File: src/rtl/vout_pkg.sv
// Shared definitions for the video output mode controller: default field widths,
// controller state encoding and the mode sanity check.
package vout_pkg;

   localparam int unsigned HFP_W_DEF     = 8;
   localparam int unsigned HSW_W_DEF     = 4;
   localparam int unsigned HBP_W_DEF     = 8;
   localparam int unsigned HACTIVE_W_DEF = 16;
   localparam int unsigned VFP_W_DEF     = 8;
   localparam int unsigned VSW_W_DEF     = 4;
   localparam int unsigned VBP_W_DEF     = 8;
   localparam int unsigned VACTIVE_W_DEF = 16;

   localparam logic [2:0] ST_OFF       = 3'd0;
   localparam logic [2:0] ST_RUN       = 3'd1;
   localparam logic [2:0] ST_PEND      = 3'd2;
   localparam logic [2:0] ST_QUIET     = 3'd3;
   localparam logic [2:0] ST_LOAD      = 3'd4;
   localparam logic [2:0] ST_QUIET_OFF = 3'd5;

   // A timing generator cannot run with an empty active area or a zero-width sync.
   function automatic logic mode_valid(input logic [31:0] hactive, input logic [31:0] vactive,
                                       input logic [31:0] hsw, input logic [31:0] vsw);
      return (hactive != 32'd0) && (vactive != 32'd0) && (hsw != 32'd0) && (vsw != 32'd0);
   endfunction

endpackage

File: src/rtl/vout_timing_shadow.sv
// Shadow/active register pair: cap latches an offered set, load promotes it to the
// active outputs.
module vout_timing_shadow #(
   parameter int unsigned W = 1
) (
   input  logic         clk,
   input  logic         rst,
   input  logic         cap,
   input  logic         load,
   input  logic [W-1:0] din,
   output logic [W-1:0] dout
);

   logic [W-1:0] shadow_q;
   logic [W-1:0] active_q;

   always_ff @(posedge clk) begin
      if (rst) begin
         shadow_q <= '0;
         active_q <= '0;
      end else begin
         if (cap) shadow_q <= din;
         // Capture and load in the same cycle happen on the direct OFF -> LOAD path.
         if (load) active_q <= cap ? din : shadow_q;
      end
   end

   assign dout = active_q;

endmodule

File: src/rtl/vout_timing_ctrl.sv
// Run-time mode controller for the video output timing generator: accepts, validates
// and atomically applies new timing sets at frame boundaries.
module vout_timing_ctrl
   import vout_pkg::*;
#(
   parameter int unsigned HFP_WIDTH     = HFP_W_DEF,
   parameter int unsigned HSW_WIDTH     = HSW_W_DEF,
   parameter int unsigned HBP_WIDTH     = HBP_W_DEF,
   parameter int unsigned HACTIVE_WIDTH = HACTIVE_W_DEF,
   parameter int unsigned VFP_WIDTH     = VFP_W_DEF,
   parameter int unsigned VSW_WIDTH     = VSW_W_DEF,
   parameter int unsigned VBP_WIDTH     = VBP_W_DEF,
   parameter int unsigned VACTIVE_WIDTH = VACTIVE_W_DEF,
   parameter int unsigned QUIET_CYC     = 4,
   parameter int unsigned TMO_WIDTH     = 24
) (
   input  logic                     clk,
   input  logic                     rst,
   input  logic                     enable_i,
   input  logic                     cfg_valid_i,
   output logic                     cfg_ready_o,
   input  logic                     cfg_hpol_i,
   input  logic [HFP_WIDTH-1:0]     cfg_hfp_i,
   input  logic [HSW_WIDTH-1:0]     cfg_hsw_i,
   input  logic [HBP_WIDTH-1:0]     cfg_hbp_i,
   input  logic [HACTIVE_WIDTH-1:0] cfg_hactive_i,
   input  logic [VFP_WIDTH-1:0]     cfg_vfp_i,
   input  logic [VSW_WIDTH-1:0]     cfg_vsw_i,
   input  logic [VBP_WIDTH-1:0]     cfg_vbp_i,
   input  logic [VACTIVE_WIDTH-1:0] cfg_vactive_i,
   input  logic                     frame_end_i,
   output logic                     hpol_o,
   output logic [HFP_WIDTH-1:0]     hfp_o,
   output logic [HSW_WIDTH-1:0]     hsw_o,
   output logic [HBP_WIDTH-1:0]     hbp_o,
   output logic [HACTIVE_WIDTH-1:0] hactive_o,
   output logic [VFP_WIDTH-1:0]     vfp_o,
   output logic [VSW_WIDTH-1:0]     vsw_o,
   output logic [VBP_WIDTH-1:0]     vbp_o,
   output logic [VACTIVE_WIDTH-1:0] vactive_o,
   output logic                     sync_en_o,
   output logic                     busy_o,
   output logic                     cfg_err_o,
   output logic                     tmo_o
);

   localparam int unsigned SET_W  = 1 + HFP_WIDTH + HSW_WIDTH + HBP_WIDTH + HACTIVE_WIDTH +
                                    VFP_WIDTH + VSW_WIDTH + VBP_WIDTH + VACTIVE_WIDTH;
   localparam int unsigned QCNT_W = (QUIET_CYC > 1) ? $clog2(QUIET_CYC) : 1;
   localparam logic [QCNT_W-1:0] QCNT_START = QCNT_W'(QUIET_CYC - 1);

   logic [2:0]           state_q, state_d;
   logic [QCNT_W-1:0]    qcnt_q, qcnt_d;
   logic [TMO_WIDTH-1:0] wdog_q, wdog_d;
   logic                 loaded_q;
   logic                 err_q;
   logic                 tmo_q, tmo_d;
   logic                 xfer, accept, load;
   logic [SET_W-1:0]     cfg_set, active_set;

   assign cfg_ready_o = (state_q == ST_OFF) || (state_q == ST_RUN);
   assign xfer        = cfg_valid_i && cfg_ready_o;
   assign accept      = xfer && mode_valid(32'(cfg_hactive_i), 32'(cfg_vactive_i),
                                           32'(cfg_hsw_i), 32'(cfg_vsw_i));

   always_comb begin
      state_d = state_q;
      qcnt_d  = qcnt_q;
      wdog_d  = wdog_q;
      tmo_d   = 1'b0;
      case (state_q)
         ST_OFF: begin
            if (accept) state_d = ST_LOAD;
            else if (enable_i && loaded_q) state_d = ST_RUN;
         end
         ST_RUN: begin
            if (accept) begin
               state_d = ST_PEND;
               // Starting at 1 makes the all-ones check fire 2**TMO_WIDTH-1 cycles on.
               wdog_d  = TMO_WIDTH'(1);
            end else if (!enable_i) begin
               state_d = ST_QUIET_OFF;
               qcnt_d  = QCNT_START;
            end
         end
         ST_PEND: begin
            wdog_d = wdog_q + TMO_WIDTH'(1);
            if (frame_end_i || (&wdog_q) || !enable_i) begin
               state_d = ST_QUIET;
               qcnt_d  = QCNT_START;
               tmo_d   = (&wdog_q) && !frame_end_i;
            end
         end
         ST_QUIET: begin
            if (qcnt_q == '0) state_d = ST_LOAD;
            else qcnt_d = qcnt_q - QCNT_W'(1);
         end
         ST_LOAD: state_d = enable_i ? ST_RUN : ST_OFF;
         ST_QUIET_OFF: begin
            if (qcnt_q == '0) state_d = ST_OFF;
            else qcnt_d = qcnt_q - QCNT_W'(1);
         end
         default: state_d = ST_OFF;
      endcase
   end

   always_ff @(posedge clk) begin
      if (rst) begin
         state_q  <= ST_OFF;
         qcnt_q   <= '0;
         wdog_q   <= '0;
         loaded_q <= 1'b0;
         err_q    <= 1'b0;
         tmo_q    <= 1'b0;
      end else begin
         state_q  <= state_d;
         qcnt_q   <= qcnt_d;
         wdog_q   <= wdog_d;
         loaded_q <= loaded_q || load;
         err_q    <= xfer && !accept;
         tmo_q    <= tmo_d;
      end
   end

   // Active set updates on entry to LOAD so it is visible while sync_en_o is still low.
   assign load    = (state_d == ST_LOAD);
   assign cfg_set = {cfg_hpol_i, cfg_hfp_i, cfg_hsw_i, cfg_hbp_i, cfg_hactive_i,
                     cfg_vfp_i, cfg_vsw_i, cfg_vbp_i, cfg_vactive_i};

   vout_timing_shadow #(
      .W (SET_W)
   ) u_shadow (
      .clk  (clk),
      .rst  (rst),
      .cap  (accept),
      .load (load),
      .din  (cfg_set),
      .dout (active_set)
   );

   assign {hpol_o, hfp_o, hsw_o, hbp_o, hactive_o, vfp_o, vsw_o, vbp_o, vactive_o} = active_set;

   assign sync_en_o = (state_q == ST_RUN) || (state_q == ST_PEND);
   assign busy_o    = (state_q == ST_PEND) || (state_q == ST_QUIET) || (state_q == ST_LOAD);
   assign cfg_err_o = err_q;
   assign tmo_o     = tmo_q;

endmodule
File: config.mk
export PLATFORM = sky130hd
export DESIGN_NAME = vout_timing_ctrl
export DESIGN_NICKNAME = d
export VERILOG_FILES = /design/src/rtl/vout_pkg.sv /design/src/rtl/vout_timing_shadow.sv /design/src/rtl/vout_timing_ctrl.sv
export SDC_FILE = /design/constraint.sdc
export NUM_CORES = 1
export LEC_CHECK = 0
export BUFFER_PORTS_ARGS = -buffer_cell sky130_fd_sc_hd__buf_2
export CAP_MARGIN = 20
export CORE_ASPECT_RATIO = 1.5
export CORE_MARGIN = 3
export CORE_UTILIZATION = 40
export DETAILED_ROUTE_END_ITERATION = 16
export PLACE_DENSITY = 0.69
export SETUP_SLACK_MARGIN = 0.15
export SLEW_MARGIN = 30
export SYNTH_ARGS = -nofsm -noshare
export SYNTH_HDL_FRONTEND = slang
export SYNTH_SLANG_ARGS = --single-unit
File: constraint.sdc
create_clock -name clk -period 4.44 [get_ports clk]
set_clock_uncertainty 0.15 [all_clocks]
set_input_delay 0.666 -clock clk [delete_from_list [all_inputs] [get_ports clk]]
set_output_delay 0.666 -clock clk [all_outputs]
set_load 0.005 [all_outputs]
**Word level (Yosys, flattened, before mapping)**

Cells that the tools add are included.

- Flip-flop bits (word level): 178
- Input bits: 78
- Output and inout port bits: 78
- Word-level logic and storage cells: 71

- $add $sub $neg: 2
- Eq/ne operators: 11
- Multiplexer cells: 17
- Bitwise logic cells: 2
- Reduce and logical (&&, ||, !) cells: 31

Operators with widths:

| operator | number |
|---|---|
| 73-bit 2-to-1 mux | 1 |
| 24-bit case mux with 2 select lines | 1 |
| 16-bit nonzero test | 2 |
| 24-bit by 1-bit adder with 24-bit output (second input constant) | 1 |
| 24-bit 2-to-1 mux | 1 |
| 24-bit AND reduction | 1 |
| 3-bit 2-to-1 mux | 7 |
| 3-bit case mux with 6 select lines | 1 |
| 2-bit != test (second input constant) | 5 |
| 3-bit == test (second input constant) | 3 |
| 1-bit logical AND | 8 |
| 2-bit 2-to-1 mux | 4 |
| 4-bit nonzero test | 2 |
| 1-bit logical OR | 7 |
| 3-bit by 2-bit == test with 1-bit output (second input constant) | 2 |
| 2-bit case mux with 3 select lines | 1 |
| 5-bit AND reduction | 1 |
| 3-bit by 1-bit == test with 1-bit output (second input constant) | 1 |
| 1-bit logical NOT | 3 |
| 3-bit logical NOT | 1 |
| 3-bit nonzero test | 1 |
| 3-bit OR reduction | 1 |
| 2-bit logical NOT | 1 |
| 1-bit inverter | 2 |
| 5 further kinds | 5 |

**Logic depth before layout (Yosys ltp)**

Gate-level depths: netlist (run 1).

- Depth in word-level cells: 9
- Depth in mapped cells: 10
- Gate-level depth less buffers: 8

**By module**

From an unflattened synthesis (run 1), not the netlist that was laid out.

- Cell total of the unflattened synthesis: 701
- Area, all modules: 6839.1 um^2

Modules (own cells, without submodules):

| module | times used | cells an instance | area an instance (um^2) | sequential area each (um^2) |
|---|---|---|---|---|
| vout_timing_shadow | 1 | 478 | 5041.1 | 2922.8 |
| vout_timing_ctrl | 1 | 223 | 1798.0 | 640.6 |

**Worst setup path after synthesis (run 1)**

No wires, ideal clock.

- Kind: input-to-reg
- From: in cfg_vactive_i[11]
- To: reg u_shadow.active_q[0], in the netlist u_shadow.dout[0]
- Setup time: 0.121 ns
- Arrival: 2.386 ns
- Required time: 4.169 ns
- Slack: 1.783 ns
- Cell stages on the path: 8
- Cell sequence: nor4_1 > nand4_1 > nand4_1 > mux2i_1 > o311ai_2 > buf_6 > buf_12 > mux2_4

- Cells in the longest elaborated chain, start to end: 8

Ends and longest elaborated chain:

| what | line | RTL |
|---|---|---|
| from (decl) | vout_timing_ctrl.sv:30 | `input logic [VACTIVE_WIDTH-1:0] cfg_vactive_i,` |
| 16-bit nonzero test (*) | vout_pkg.sv:24 | `return (hactive != 32'd0) && (vactive != 32'd0) && (hsw != 32'd0) && (vsw != 32'd0);` |
| 1-bit logical AND (*) (3 in series) | vout_pkg.sv:24 |  |
| 1-bit logical AND (*) | vout_timing_ctrl.sv:63 | `assign accept = xfer && mode_valid(32'(cfg_hactive_i), 32'(cfg_vactive_i),` |
| 3-bit 2-to-1 mux, on equally long branches | vout_timing_ctrl.sv:77, vout_timing_ctrl.sv:73 |  |
| 3-bit case mux with 6 select lines | vout_timing_ctrl.sv:71 | `case (state_q)` |
| 3-bit == test | vout_timing_ctrl.sv:126 | `assign load = (state_d == ST_LOAD);` |
| to (signal assigned) | vout_timing_shadow.sv:24 | `if (load) active_q <= cap ? din : shadow_q;` |
| to (decl) | vout_timing_shadow.sv:15 | `logic [W-1:0] active_q;` |

Every way passes the cells marked *; elsewhere a longest branch is shown, timed or not.
A chain may end at the register's enable or synchronous reset.

**Worst setup path in the final report (run 1)**

- From: in cfg_vactive_i[0]
- To: reg u_shadow.active_q[30], in the netlist u_shadow.dout[30]

The elaborated chain is that of the path after synthesis.

==> results of run 1 <==
==> critical path, stage by stage <==
cell and delay (ns):
sky130_fd_sc_hd__buf_2 0.12, sky130_fd_sc_hd__nor4_1 0.37, sky130_fd_sc_hd__nand4_1 0.31, sky130_fd_sc_hd__nand4_1 0.41
sky130_fd_sc_hd__mux2i_1 0.21, sky130_fd_sc_hd__o311ai_4 0.42, sky130_fd_sc_hd__buf_12 0.35, sky130_fd_sc_hd__mux2_2 0.37
==> metrics by stage <==
step / utilization [%] / setup slack (ns) / power, W
final: 49.6 / 1.30 / 0.00416
after global routing: 49.6 / 1.17 / 0.00436
after CTS: 49.6 / 1.28 / 0.00422
after detailed placement: 46.2 / 0.841 / 0.00270
after global placement: 46.2 / 0.877 / 0.00269
after floorplan: - / 1.78 / 0.00251
==> synthesized netlist by cell type (4+ instances only) <==
master / count / area [sq um]
sky130_fd_sc_hd__nand4_1: 10 / 62.6
sky130_fd_sc_hd__mux2i_1: 74 / 741
sky130_fd_sc_hd__mux2_2: 16 / 180
sky130_fd_sc_hd__nand2b_1: 4 / 25.0
sky130_fd_sc_hd__o21ai_0: 6 / 30.0
sky130_fd_sc_hd__nand3_1: 16 / 80.1
sky130_fd_sc_hd__clkbuf_1: 20 / 75.1
sky130_fd_sc_hd__mux2_4: 59 / 886
sky130_fd_sc_hd__buf_2: 14 / 70.1
sky130_fd_sc_hd__inv_1: 5 / 18.8
sky130_fd_sc_hd__nor2b_1: 74 / 463
sky130_fd_sc_hd__nor3_1: 9 / 45.0
sky130_fd_sc_hd__or3_1: 4 / 25.0
sky130_fd_sc_hd__or2_2: 8 / 50.1
sky130_fd_sc_hd__nor4_1: 12 / 75.1
sky130_fd_sc_hd__nor2_1: 100 / 375
sky130_fd_sc_hd__a21oi_1: 17 / 85.1
sky130_fd_sc_hd__dfxtp_1: 178 / 3560
sky130_fd_sc_hd__and4_1: 5 / 43.8
sky130_fd_sc_hd__buf_12: 6 / 120
sky130_fd_sc_hd__nand2_1: 20 / 75.1
sky130_fd_sc_hd__a311oi_1: 6 / 52.6
==> worst max path at each step <==
stage,slack [ns],endpoint
3_5_place_dp,0.84,u_shadow.dout[30]$_SDFFE_PP0N_
6_report,1.30,u_shadow.dout[30]$_SDFFE_PP0N_
2_1_floorplan,1.78,u_shadow.dout[0]$_SDFFE_PP0N_
5_1_grt,1.17,u_shadow.dout[30]$_SDFFE_PP0N_
4_1_cts,1.28,u_shadow.dout[30]$_SDFFE_PP0N_
3_3_place_gp,0.88,u_shadow.dout[30]$_SDFFE_PP0N_
==> registers in the layout, indices dropped and copies added, names as in the netlist <==
register	flops
loaded_q	1
qcnt_q	2
u_shadow.shadow_q	73
wdog_q	24
cfg_err_o	1
tmo_o	1
u_shadow.dout	73
state_q	3
==> layout by cell type (no fill, tap or decap), types with 7 or more instances in the layout <==
cell                        synthesis  final
sky130_fd_sc_hd__a21oi_1           17     17
sky130_fd_sc_hd__buf_2             14    154
sky130_fd_sc_hd__buf_4              1      7
sky130_fd_sc_hd__clkbuf_16          0     17
sky130_fd_sc_hd__dfxtp_1          178    178
sky130_fd_sc_hd__mux2_2            16     16
sky130_fd_sc_hd__mux2_4            59     59
sky130_fd_sc_hd__mux2i_1           74     74
sky130_fd_sc_hd__nand2_1           20     20
sky130_fd_sc_hd__nand3_1           16     16
sky130_fd_sc_hd__nand4_1           10     10
sky130_fd_sc_hd__nor2_1           100    100
sky130_fd_sc_hd__nor2b_1           74     74
sky130_fd_sc_hd__nor3_1             9      9
sky130_fd_sc_hd__nor4_1            12     12
sky130_fd_sc_hd__or2_2              8      8
==> layout make-up <==
type / instances / area, sq um
Timing Repair Buffer: 164 / 883
Fill cell: 1700 / 9120
Tap cell: 248 / 310
Clock inverter: 14 / 165
Clock buffer: 18 / 439
Multi-Input combinational cell: 474 / 3590
Inverter: 5 / 18.8
Sequential cell: 178 / 3560
==> report_power, final <==
| part | switching, W | internal [W] | total [W] |
|---|---|---|---|
| Clock | 0.000688 | 0.000820 | 0.00151 |
| Sequential | 0.0000709 | 0.00175 | 0.00182 |
| Combinational | 0.000402 | 0.000431 | 0.000833 |
| Total | 0.00116 | 0.00300 | 0.00416 |
==> per-layer routing <==
metal | up-vias | global-route usage [%]
met3 | 14 | 3.53
met1 | 2528 | 19.3
li1 | 2696 | -
met2 | 95 | 28.4
met5 | - | 0
met4 | 0 | 4.89
==> cell families (layout without fill, tap and decap cells) <==
group	Yosys count	in the layout	synth area share [%]
AO/OA/AOI/OAI	41	41	3.70
flip-flops	178	178	47.8
AND/OR/NAND/NOR	278	278	19.3
XOR/XNOR	4	4	0.471
multiplexers	149	149	24.3
buffers and inverters	47	201	4.07
adder cells (fa/ha/maj)	2	2	0.336
==> results, run 1 <==
- The path with the worst hold slack has its endpoint at loaded_q$_SDFF_PP0_.
- The worst supply voltage drop on vdd is 0.000279 V.
- In the routed design, unresolved DRC markers number 0.
- CTS built an H-tree with a depth of 4.
- The number of antenna cells inserted is 0.
- The share of the Yosys chip area taken by registers is 47.8%.
- Dividing the detail-routed via count by the number of cells gives 4.84.
- The average wire per cell in the routed design is 14.8 um.
- The number of pins exceeding their max-slew limit in the final report was 0.
- The starting DRC count in detailed routing is 389.
- The source of the worst register-to-register timing path is state_q[2]$_SDFF_PP0_.
- After layout, the worst path uses 70.6% of the clock period.
- The net total in the final layout is 920.
- The launch instance of the worst min-delay path is loaded_q$_SDFF_PP0_.
- The clock root buffer master is sky130_fd_sc_hd__clkbuf_16.
- The path class of the lowest-slack min-delay path is reg2reg.
- The number of global-route vias before repair is 5233.
- Counting every sink on the clock net gives 178.
- The sum of negative setup slack is 0 ns.
- During synthesis, Yosys emitted a total of 0 warnings.
- The cell depth of the worst min-delay path is 2.
- The wire length of the first global-routing pass is 26800 um.
- The count of cells resized by post-cts repair is 0.
- The detailed router put a total of 7210 um of wire on met1.
- The met2 wire length is 8460 um.
- The worst reg2reg path endpoint is u_shadow.dout[30]$_SDFFE_PP0N_.
- The first TritonRoute pass finished after 5 iterations.
- The slew at the pin closest to its max-slew limit is 0.779 ns.
- For flop-to-flop paths, the worst setup slack is 1.48 ns.
- The number of buffers inserted during clock tree synthesis is 17.
- The final setup violation count is 0.
- The fraction of layout instances using a drive strength above 1 is 33.5%.
- The clock-pin transition on the worst setup and hold timing paths is 0.07 ns.
- The number of nets in the synthesized netlist is 779.
- The number of setup buffers added after CTS is 0.
- Global routing consumed, over all layers together, 16.0% of the routing resources.
- The relative slew slack is 48.1%.
- Pin placement for this block handled 156 I/O pins.
- The proportion of register bits with asynchronous set or reset after synthesis is 0%.
- The placement row count is 60.
- The floorplan step set the die height to 173 um.
- The post-route minimum period is 3.14 ns.
- The number of cells on the worst reg-to-reg path is 7.
- The area of the mapped netlist is 7450 sq um.
- Compared with the post-synthesis result, the final layout area differs by 20.5%.
- STA classifies the critical path endpoint as a flop.
- The finished layout holds 1101 standard cells, fillers aside.
- TritonCTS built the clock tree.
- The number of synthesized flops with an enable pin is 0.
- Once detailed placement completed, the half-perimeter wirelength came to 11300 um.
- The required arrival time at the worst endpoint is 4.59 ns.
- The full die area is 20300 sq um.
- Entering global routing, the biggest net connects 73 pins.
- The number of hold buffers added after CTS is 0.
- In the synthesized netlist, the number of instances is 699.
- The arrival time at the worst endpoint is 3.28 ns.
- The flow ran to the end, and the final reports show no timing, DRC or antenna violations.
- Detailed routing placed a total of 398 um of wire on met3.
- The clock latency of the later-clocked register in the worst-skew pair is 0.41 ns.
- Setup repair after global routing left no endpoint under its margin.
- Once layout is done, the placed cells without fillers occupy 8970 sq um.
- STA classifies the critical path startpoint as an input port.
- The routability congestion estimate from global placement is 0.836.
- In this run, synthesis produced a sequential element count of 178.
- Tracing the worst setup path back leads to its startpoint at cfg_vactive_i[0].
- The die width is 117 um.
- The routed wire length is 16300 um.
- In this run the cell area measured after placement is 8370 sq um.
- The per-instance average area after synthesis is 10.7 sq um.
- The initial antenna violation count is 0.
- Timing would allow up to 319 MHz.
- In this run the deepest clock path goes through 2 buffers.
- After detailed routing, no signal wire sits above met4.
- The count of input and output buffers is 155.
- The number of instances in the placed design is 1069.
- Of all nets on the critical path, the largest fanout is 43.
- The critical path is of the in2reg type.
- Once detail routing completed, the nets flagged for antenna violations numbered 0.
- The starting density of the core is 41.2%.
- The count of final hold-check violations came to 0.
- The total global routing overflow is 0.
- Max-cap violations in this run came to 0.
- Summing over every cut layer, the via total after detailed routing is 5333.
- Power spread over the standard cell area amounts to 464 nW/um^2.
- The number of distinct library cells after synthesis is 45.
- Summed over all cells, the static leakage comes to 4.20 nW.
- Hold timing on the final database bottoms out at a slack of 0.306 ns.
- The area of the core is 18100 sq um.
- Among all flip-flop cells after synthesis, the most frequent one is sky130_fd_sc_hd__dfxtp_1.
Note: power is estimated with default switching activity, not from simulation.
==> run 2: changes to the inputs <==
--- a/config.mk
+++ b/config.mk
@@ -11,7 +11,7 @@
 export CORE_MARGIN = 3
 export CORE_UTILIZATION = 40
 export DETAILED_ROUTE_END_ITERATION = 16
-export PLACE_DENSITY = 0.69
+export PLACE_DENSITY = 0.72
 export SETUP_SLACK_MARGIN = 0.15
 export SLEW_MARGIN = 30
 export SYNTH_ARGS = -nofsm -noshare
==> constraint.sdc (replaced) <==
create_clock -name clk -period 2.7 [get_ports clk]
set_clock_uncertainty 0.15 [all_clocks]
set_input_delay 0.405 -clock clk [delete_from_list [all_inputs] [get_ports clk]]
set_output_delay 0.405 -clock clk [all_outputs]
set_load 0.005 [all_outputs]
==> results, run 2 (synthesis results as in run 1) <==
- The wire length of the first global-routing pass came to 28000 um (+4.4%).
- The count of input and output buffers is 155 (unchanged).
- The DRC violations left is 0 (unchanged).
- The arrival time at the worst endpoint is 2.68 ns (-0.60 ns).
- The slew at the pin closest to its max-slew limit is 0.469 ns (-0.310 ns).
- The final hold slack is 0.0572 ns (-0.249 ns).
- The number of filler cells placed in the layout was 1539 (-9.5%).
- The share of the core filled with cells in the final layout came to 54.1% (+4.6 points).
- The total global routing overflow is 0 (unchanged).
- The placement row count came to 60 (unchanged).
- The clock latency of the later-clocked register in the worst-skew pair is 0.43 ns (+0.02 ns).
- The power per cell area is 751 nW/um^2 (+62%).
- Setup repair after global routing could not meet its margin everywhere.
- The half-perimeter wire length after detailed placement is 12000 um (+6.1%).
- The initial antenna violation count is 0 (unchanged).
- The worst supply voltage drop on vdd came to 0.000419 V (+50%).
- The area of all placed cells without fillers is 9800 sq um (+9.2%).
- The post-route minimum period is 2.52 ns.
- The vias after detailed routing is 5658 (+6.1%).
- The net total in the final layout is 982 (+6.7%).
- The number of max-capacitance violations reported was 0 (unchanged).
- The instance area at placement is 8840 sq um (+5.7%).
- The number of antenna cells inserted is 0 (unchanged).
- The standard cell with the maximum stage delay on the critical path is sky130_fd_sc_hd__dfxtp_4.
- The pin count of the biggest net entering global routing is 95 (+30%).
- Traced cell by cell, the critical path runs through nor2_4 -> and2_4 -> nand4_1 -> buf_6 -> and4_4 -> o311ai_4 -> buf_4 -> buf_12 -> clkbuf_16 -> mux2_4.
- The combined area of the multi-input logic cells came to 3720 sq um (+3.5%).
- The worst slack at placement is -0.371 ns (-1.21 ns).
- The critical path class is reg2reg.
- The sequential cell area is 3590 sq um (+0.67%).
- The clock-pin transition on the worst setup and hold timing paths is 0.07 ns (about the same).
- The path class of the lowest-slack min-delay path is in2reg.
- The final setup violation count is 0 (unchanged).
- The library cells used most frequently in the layout, excluding fill and tap cells, are sky130_fd_sc_hd__dfxtp_1 (165), sky130_fd_sc_hd__buf_2 (153), sky130_fd_sc_hd__nor2_1 (100), sky130_fd_sc_hd__nor2b_1 (74), sky130_fd_sc_hd__mux2i_1 (73).
- The relative slew slack is 68.8% (+21 points).
- The die width is 117 um (unchanged).
- The leakage power summed over all cells came to 4.64 nW (+11%).
- The number of global-route vias before repair is 5646 (+7.9%).
- The area growth from synthesis to layout is 31.5%.
- The highest net fanout along the worst path is 7 (-84%).
- The length of the first detailed-routing pass in iterations is 4 (-1).
- The average wire per cell in the routed design is 15.4 um (+4.2%).
- The routed wire length is 17900 um (+10%).
- The area of the core is 18100 sq um (unchanged).
- Static timing analysis puts the maximum clock frequency at 397 MHz.
- The startpoint class of the critical path is a flop.
- The required arrival time at the worst endpoint was 2.86 ns (-1.73 ns).
- The starting density of the core is 41.2% (unchanged).
- The number of primary I/O pins came to 156 (unchanged).
- The fraction of layout instances using a drive strength above 1 is 41.1% (+7.6 points).
- The total global routing track utilization is 16.7% (+0.73 points).
- The number of buffers inserted during clock tree synthesis came to 17 (unchanged).
- The worst path uses 93.2% of the clock period.
- The full die area came to 20300 sq um (unchanged).
- The buffers plus inverters on the worst setup path is 4 (+2).
- The final antenna-violating net count was 0 (unchanged).
- The flow ran to the end, and the final reports show no timing, DRC or antenna violations.
- The vertical die dimension is 173 um (unchanged).
- The final setup slack of the worst path was 0.184 ns (-1.12 ns).
- The worst setup path is captured at a flop.
- The starting DRC count in detailed routing is 397 (+2.1%).
- The most common cell after layout, fill and taps aside is sky130_fd_sc_hd__dfxtp_1.
- The routability congestion estimate from global placement came to 0.815 (-2.5%).
- The vias per cell is 4.87 (+0.44%).
- The TritonCTS clock tree is built.
- The maximum level of the CTS H-tree is 4 (unchanged).
- In this run the clock root is driven by a sky130_fd_sc_hd__clkbuf_16.
- The count of final hold-check violations is 0 (unchanged).
- The delay of the slowest cell on the worst path is 0.36 ns (-0.06 ns).
- The number of pins exceeding their max-slew limit in the final report is 0 (unchanged).
- The maximum count of clock buffers along a single path was 2 (unchanged).
- In this design, the largest share of critical-path delay is due to buffers and inverters.
- The CTS sink count came to 178 (unchanged).
## run 2: power by group
part	switching, W	leakage [nW]	total, W	internal, W
Combinational	0.000775	2.88	0.00180	0.00102
Sequential	0.000106	1.46	0.00298	0.00288
Clock	0.00117	0.300	0.00258	0.00141
Total	0.00205	4.64	0.00736	0.00531
## run 2: metrics by stage
step	cells	setup TNS (ns)	total power, W
2_1_floorplan	699	0	0.00413
3_3_place_gp	1119	-21.29	0.00464
3_5_place_dp	1119	-25.49	0.00466
4_1_cts	1158	0	0.00732
5_1_grt	1163	0	0.00769
6_report	1163	0	0.00736
## run 2: final cells by class
class	instances	area share (%)
Sequential cell	178	36.6
Timing Repair Buffer	226	15.8
Clock buffer	17	4.34
Multi-Input combinational cell	474	37.9
Clock inverter	15	1.98
Inverter	5	0.192
Tap cell	248	3.17
## run 2: repair_timing
item,in CTS,in global routing
pin swaps,3,10
hold endpoints to repair,0,0
hold buffers,0,0
cloned,1,3
endpoints found under the setup margin,71,73
buffers inserted,6,2
gates resized for setup,12,32
## run 2: metal layers
metal	wire, um	track usage [%]	share of wire [%]
met5	0	0	0
met4	313	5.43	1.7
met3	591	3.37	3.3
met2	9520	30.6	53
met1	7480	19.4	42
## run 2: final timing paths
path	from	to	slack, ns	cells after the start
setup / recovery	state_q[1]$_SDFF_PP0_	u_shadow.dout[16]$_SDFFE_PP0N_	0.18	10
hold / removal	frame_end_i	tmo_o$_SDFF_PP0_	0.06	2
setup reg to reg	state_q[1]$_SDFF_PP0_	u_shadow.dout[16]$_SDFFE_PP0N_	0.18	10
hold reg to reg	loaded_q$_SDFF_PP0_	loaded_q$_SDFF_PP0_	0.31	2
